$ cat config.mk
export PLATFORM = sky130hd
export DESIGN_NAME = array_2_port_arbiter
export DESIGN_NICKNAME = d
export VERILOG_FILES = /design/src/rtl/array_2_port_arbiter.sv
export SDC_FILE = /design/constraint.sdc
export NUM_CORES = 1
export LEC_CHECK = 0
export ABC_CLOCK_PERIOD_IN_PS = 1200
export BUFFER_PORTS_ARGS = -buffer_cell sky130_fd_sc_hd__buf_2
export CORE_MARGIN = 10
export CORE_UTILIZATION = 41
export CTS_BUF_LIST = sky130_fd_sc_hd__clkbuf_4
export DETAILED_ROUTE_END_ITERATION = 7
export PLACE_DENSITY = 0.76
export SLEW_MARGIN = 30
export SYNTH_ARGS = -nofsm -noshare
export SYNTH_HDL_FRONTEND = slang
export SYNTH_SLANG_ARGS = --single-unit
$ cat constraint.sdc
create_clock -name clk_i -period 1.2 [get_ports clk_i]
set_input_delay 0 -clock clk_i [delete_from_list [all_inputs] [get_ports clk_i]]
set_output_delay 0 -clock clk_i [all_outputs]
set_load 0.01 [all_outputs]
$ cat src/rtl/array_2_port_arbiter.sv
// Two-requester front end for a single array_2 register array.
// After reset or a flush it sweeps every set to init_value. Otherwise it
// grants at most one read and one write per cycle and round-robins between
// A and B when both want the same kind of access. Read data follows the
// array's registered output by one cycle and is held until the next return.
module array_2_port_arbiter #(
  parameter int               s_index    = 3,
  parameter int               width      = 1,
  parameter logic [width-1:0] init_value = '0
) (
  input  logic               clk_i,
  input  logic               rst_ni,
  input  logic               flush_req_i,
  output logic               busy_o,
  input  logic               a_req_i,
  input  logic               a_we_i,
  input  logic [s_index-1:0] a_idx_i,
  input  logic [width-1:0]   a_wdata_i,
  output logic               a_gnt_o,
  output logic               a_rvalid_o,
  output logic [width-1:0]   a_rdata_o,
  input  logic               b_req_i,
  input  logic               b_we_i,
  input  logic [s_index-1:0] b_idx_i,
  input  logic [width-1:0]   b_wdata_i,
  output logic               b_gnt_o,
  output logic               b_rvalid_o,
  output logic [width-1:0]   b_rdata_o,
  output logic               arr_read_o,
  output logic               arr_load_o,
  output logic [s_index-1:0] arr_rindex_o,
  output logic [s_index-1:0] arr_windex_o,
  output logic [width-1:0]   arr_datain_o,
  input  logic [width-1:0]   arr_dataout_i
);

  localparam logic [s_index-1:0] LastIdx = '1;

  typedef enum logic {SWEEP, SERVE} state_e;
  typedef enum logic {RR_A, RR_B} rr_e;

  state_e             state_q, state_d;
  rr_e                rr_q, rr_d;
  logic [s_index-1:0] cnt_q, cnt_d;
  logic               aGnt, bGnt;
  logic               aRvalid_q, aRvalid_d;
  logic               bRvalid_q, bRvalid_d;
  logic [width-1:0]   aRdata_q, bRdata_q;

  // Next state, grant decision and array drive; the sweep owns the write port,
  // and a flush request suppresses every grant in the cycle it arrives.
  always_comb begin
    state_d      = state_q;
    cnt_d        = cnt_q;
    rr_d         = rr_q;
    aGnt         = 1'b0;
    bGnt         = 1'b0;
    arr_read_o   = 1'b0;
    arr_load_o   = 1'b0;
    arr_rindex_o = '0;
    arr_windex_o = '0;
    arr_datain_o = '0;
    case (state_q)
      SWEEP: begin
        arr_load_o   = 1'b1;
        arr_windex_o = cnt_q;
        arr_datain_o = init_value;
        cnt_d        = cnt_q + 1'b1;
        if (cnt_q == LastIdx) begin
          state_d = SERVE;
        end
      end
      default: begin
        if (flush_req_i) begin
          state_d = SWEEP;
          cnt_d   = '0;
        end else begin
          if (a_req_i && b_req_i && (a_we_i == b_we_i)) begin
            if (rr_q == RR_A) begin
              aGnt = 1'b1;
              rr_d = RR_B;
            end else begin
              bGnt = 1'b1;
              rr_d = RR_A;
            end
          end else begin
            aGnt = a_req_i;
            bGnt = b_req_i;
          end
          if (aGnt) begin
            if (a_we_i) begin
              arr_load_o   = 1'b1;
              arr_windex_o = a_idx_i;
              arr_datain_o = a_wdata_i;
            end else begin
              arr_read_o   = 1'b1;
              arr_rindex_o = a_idx_i;
            end
          end
          if (bGnt) begin
            if (b_we_i) begin
              arr_load_o   = 1'b1;
              arr_windex_o = b_idx_i;
              arr_datain_o = b_wdata_i;
            end else begin
              arr_read_o   = 1'b1;
              arr_rindex_o = b_idx_i;
            end
          end
        end
      end
    endcase
  end

  assign aRvalid_d = aGnt & ~a_we_i;
  assign bRvalid_d = bGnt & ~b_we_i;

  // Controller state and read-return pipeline; reset restarts the sweep and
  // discards any read return still in flight.
  always_ff @(posedge clk_i or negedge rst_ni) begin
    if (!rst_ni) begin
      state_q   <= SWEEP;
      cnt_q     <= '0;
      rr_q      <= RR_A;
      aRvalid_q <= 1'b0;
      bRvalid_q <= 1'b0;
      aRdata_q  <= '0;
      bRdata_q  <= '0;
    end else begin
      state_q   <= state_d;
      cnt_q     <= cnt_d;
      rr_q      <= rr_d;
      aRvalid_q <= aRvalid_d;
      bRvalid_q <= bRvalid_d;
      if (aRvalid_q) begin
        aRdata_q <= arr_dataout_i;
      end
      if (bRvalid_q) begin
        bRdata_q <= arr_dataout_i;
      end
    end
  end

  assign busy_o     = (state_q == SWEEP);
  assign a_gnt_o    = aGnt;
  assign b_gnt_o    = bGnt;
  assign a_rvalid_o = aRvalid_q;
  assign b_rvalid_o = bRvalid_q;
  assign a_rdata_o  = aRvalid_q ? arr_dataout_i : aRdata_q;
  assign b_rdata_o  = bRvalid_q ? arr_dataout_i : bRdata_q;

endmodule

==> out/qor.csv <==
stage,metric,value,unit
global_route,remaining global-route overflow,0,
clocking,clock-pin slew on the worst setup and hold paths,60,ps
clocking,worst skew pair latency,260,ps
min_path,Hold WC Path Type,primary input to flop,
global_route,first-pass GRT wire length,3.42,mm
power_and_ir_drop,Worst IR Drop VDD,0.00132,V
layout,"non-filler cells, final",130,
logic_synthesis,Synth Area in Simple Gates,0.309,
layout,FF+latch area,225,um2
clocking,clock tree root buffer cell,sky130_fd_sc_hd__clkbuf_4,
setup_path,Reg2Reg Depth,4,
placed_design,weighted congestion at the end of routability-driven global placement,0.797,
timing,transition time at the pin with the least slew margin,588,ps
global_route,initial antenna violation count,0,
run_status,result of the run,"finished, violations left",
logic_synthesis,Synth Warn #,0,
timing,worst slew margin relative to its limit,0.607,
floorplanning,Die Y-Extent,59.4,um
setup_path,critical path class,flop to output port,
global_route,overall routing resource usage,0.121,
placed_design,number of placed instances with taps included,119,
global_route,maximum number of pins on one net before global-route repair,15,
placed_design,count of port buffers added during placement,31,
logic_synthesis,mux contribution to synthesized area,0.0354,
drt,vias,739,
timing,ratio of final minimum period to clock period,1.19,
clocking,CTS H-tree lvls,1,
power_and_ir_drop,Power per Cell Area,1830,nW/um2
floorplanning,effective utilization at floorplan,0.427,
timing,RSZ-0062 raised after global routing,yes,
logic_synthesis,number of instances in the synthesized netlist,72,
layout,Filler cells,130,
drt,routed wire length,2.07,mm
run_status,failing checks,negative setup slack,
layout,footprint of the multi-input gates,465,um2
layout,number of nets in the final layout,133,
clocking,clock sinks,9,
logic_synthesis,post-synthesis area per instance,8.83,um2
clocking,number of CTS-inserted buffers,3,
power_and_ir_drop,Leak Pwr,0.455,nW
setup_path,maximum fanout along the worst path,5,
timing,Final Hold Fails,0,
global_route,via count of the first global-routing pass,820,
floorplanning,die footprint,3530,um2
logic_synthesis,synthesized net count,90,
setup_path,Required @ worst endpoint,1200,ps
logic_synthesis,synthesis-stage register bit count,9,
clocking,TritonCTS clock tree,yes,
drt,drt pass-1 iters,5,
timing,Sum Neg Setup Slack,-1460,ps
floorplanning,number of I/O pins,32,
logic_synthesis,xor/xnor cell area share of the yosys netlist,0.0276,
floorplanning,number of core rows,14,
drt,Routed WL per cell,15.9,um
logic_synthesis,sequential fraction of the synthesis area,0.354,
timing,Setup WS post-layout,-223,ps
setup_path,critical path startpoint category,flop,
logic_synthesis,post-synthesis adder-cell area fraction,0.0394,
drt,initial detailed-routing violation count,9,
layout,fraction of layout cells with a size suffix above 1,0.588,
logic_synthesis,cell types occupying the most area after synthesis,"sky130_fd_sc_hd__dfrtp_1 35%, sky130_fd_sc_hd__nand2_1 6.5%, sky130_fd_sc_hd__nand3_1 6.3%, sky130_fd_sc_hd__nand3b_1 4.7%, sky130_fd_sc_hd__nand4b_1 4.1%",
drt,number of remaining DRC errors,0,
timing,final max-slew violation count,0,
logic_synthesis,Post-synth EDFFs,0,
setup_path,Worst Setup End Kind,output port,
placed_design,detailed placement HPWL,1.42,mm
setup_path,data arrival time of the critical path,1420,ps
logic_synthesis,most repeated cell in the gate-level netlist after synthesis,sky130_fd_sc_hd__nand2_1,
logic_synthesis,dominant combinational cell family by area after synthesis,simple AND/OR/NAND/NOR gates,
timing,FMAX,703,MHz
drt,Vias per Instance,5.68,
floorplanning,total core area,1490,um2
min_path,number of stages on the worst hold path,3,
logic_synthesis,post-synthesis async set-or-reset flop share,1.00,
logic_synthesis,cell taking the most area after synthesis,sky130_fd_sc_hd__dfrtp_1,
run,max-cap violations,0,
layout,Area Overhead vs Synth,56.3,%
timing,shortest clock period the worst path allows after layout,1420,ps
logic_synthesis,Post-synth top flop,sky130_fd_sc_hd__dfrtp_1,
clocking,number of buffers on the longest clock path,2,
logic_synthesis,share of the synthesized area in the top cell type,0.354,
logic_synthesis,most instantiated cells after synthesis,"11 x sky130_fd_sc_hd__nand2_1, 9 x sky130_fd_sc_hd__dfrtp_1, 8 x sky130_fd_sc_hd__nand3_1, 5 x sky130_fd_sc_hd__a21oi_1, 4 x sky130_fd_sc_hd__nand3b_1",
drt,remaining antenna violation count after routing,0,
layout,diodes inserted,0,
logic_synthesis,post-synthesis cell type count,26,
logic_synthesis,post-synthesis instance area,636,um2
timing,setup skew after layout,3.16,ps
timing,count of final setup violators,10,
floorplanning,Chip Width,59.4,um
logic_synthesis,area fraction in compound gates after synthesis,0.167,
==> cells in the final DEF, fill, tap and decap left out, drive strengths merged <==
cell type and count:
buf 38, nand2 11, dfrtp 9, nand3 8, a21oi 5, nand3b 4, clkbuf 4, o221ai 3
nand4b 3, nand4 3, dlygate4sd3 3, and2b 2, mux2 2, xnor2 2, a31oi 2, o21ai 2
inv 2, nor2 2, ha 2, nor2b 1, or3b 1, or2b 1, a21o 1, a22oi 1
a22o 1, o2bb2ai 1
==> path summary, 6_finish.rpt <==
path / end / slack (ps) / from
max in group asynchronous: state_q / 900 / rst_ni
hold reg to reg: aRdata_q / 490 / aRdata_q
hold / removal: cnt_q[0] / 90 / flush_req_i
setup / recovery: arr_rindex_o[0] / -220 / rr_q
setup reg to reg: b_rvalid_o / 10 / rr_q
min in group asynchronous: b_rvalid_o / 120 / rst_ni
==> report_power, final <==
part | switching [mW] | leakage, nW | internal [mW]
Sequential | 0.0793 | 0.116 | 0.424
Combinational | 0.531 | 0.321 | 0.533
Clock | 0.102 | 0.0184 | 0.150
Total | 0.713 | 0.455 | 1.11
==> state kept, by name (all words and copies together) (netlist names) <==
register    flops
cnt_q           3
b_rvalid_o      1
aRdata_q        1
rr_q            1
bRdata_q        1
state_q         1
a_rvalid_o      1
==> routing by layer <==
layer  vias up  share of wire  GRT usage  wire length [um]
li1        354              -          -                 -
met1       357           0.39      0.122               805
met2        24           0.53      0.210              1110
met3         4          0.065     0.0515               135
met4         0          0.012     0.0525                24
met5         -              0          0                 0
==> cell type report <==
cell class / instances / area share
Sequential cell: 9 / 0.227
Clock buffer: 4 / 0.0302
Timing Repair Buffer: 41 / 0.247
Inverter: 2 / 0.00756
Tap cell: 16 / 0.0202
Multi-Input combinational cell: 58 / 0.469
==> worst max-delay path, cell delays in order (launching register included) <==
cell,delay [ps]
sky130_fd_sc_hd__dfrtp_1,420
sky130_fd_sc_hd__or3b_4,470
sky130_fd_sc_hd__nand3_2,100
sky130_fd_sc_hd__a21oi_2,50
sky130_fd_sc_hd__buf_2,130
==> stage by stage <==
step	hold slack (ps)	area, um2	setup WS, ps	total power [mW]	util
floorplan	-296	636	31.7	1.03	-
global placement	-145	806	49.9	1.36	0.541
detailed placement	-139	806	15.1	1.38	0.541
CTS	68.2	913	-192	1.73	0.613
global route	130	993	-261	1.97	0.667
finish	87.7	993	-223	1.82	0.667
==> timing repair <==
item	4_1_cts	5_1_grt
hold endpoints to repair	11	0
pin swaps	0	13
cloned	1	0
endpoints found under the setup margin	10	12
gates resized for setup	8	17
buffers inserted	2	2
hold buffers	3	0
==> cells by family (layout without fill, tap and decap cells) <==
family,after synthesis,count (layout)
flip-flops,9,9
adder cells (fa/ha/maj),2,2
multiplexers,2,2
AO/OA/AOI/OAI,16,16
XOR/XNOR,2,2
AND/OR/NAND/NOR,35,36
buffers and inverters,6,47
Note: power is estimated with default switching activity, not from simulation.
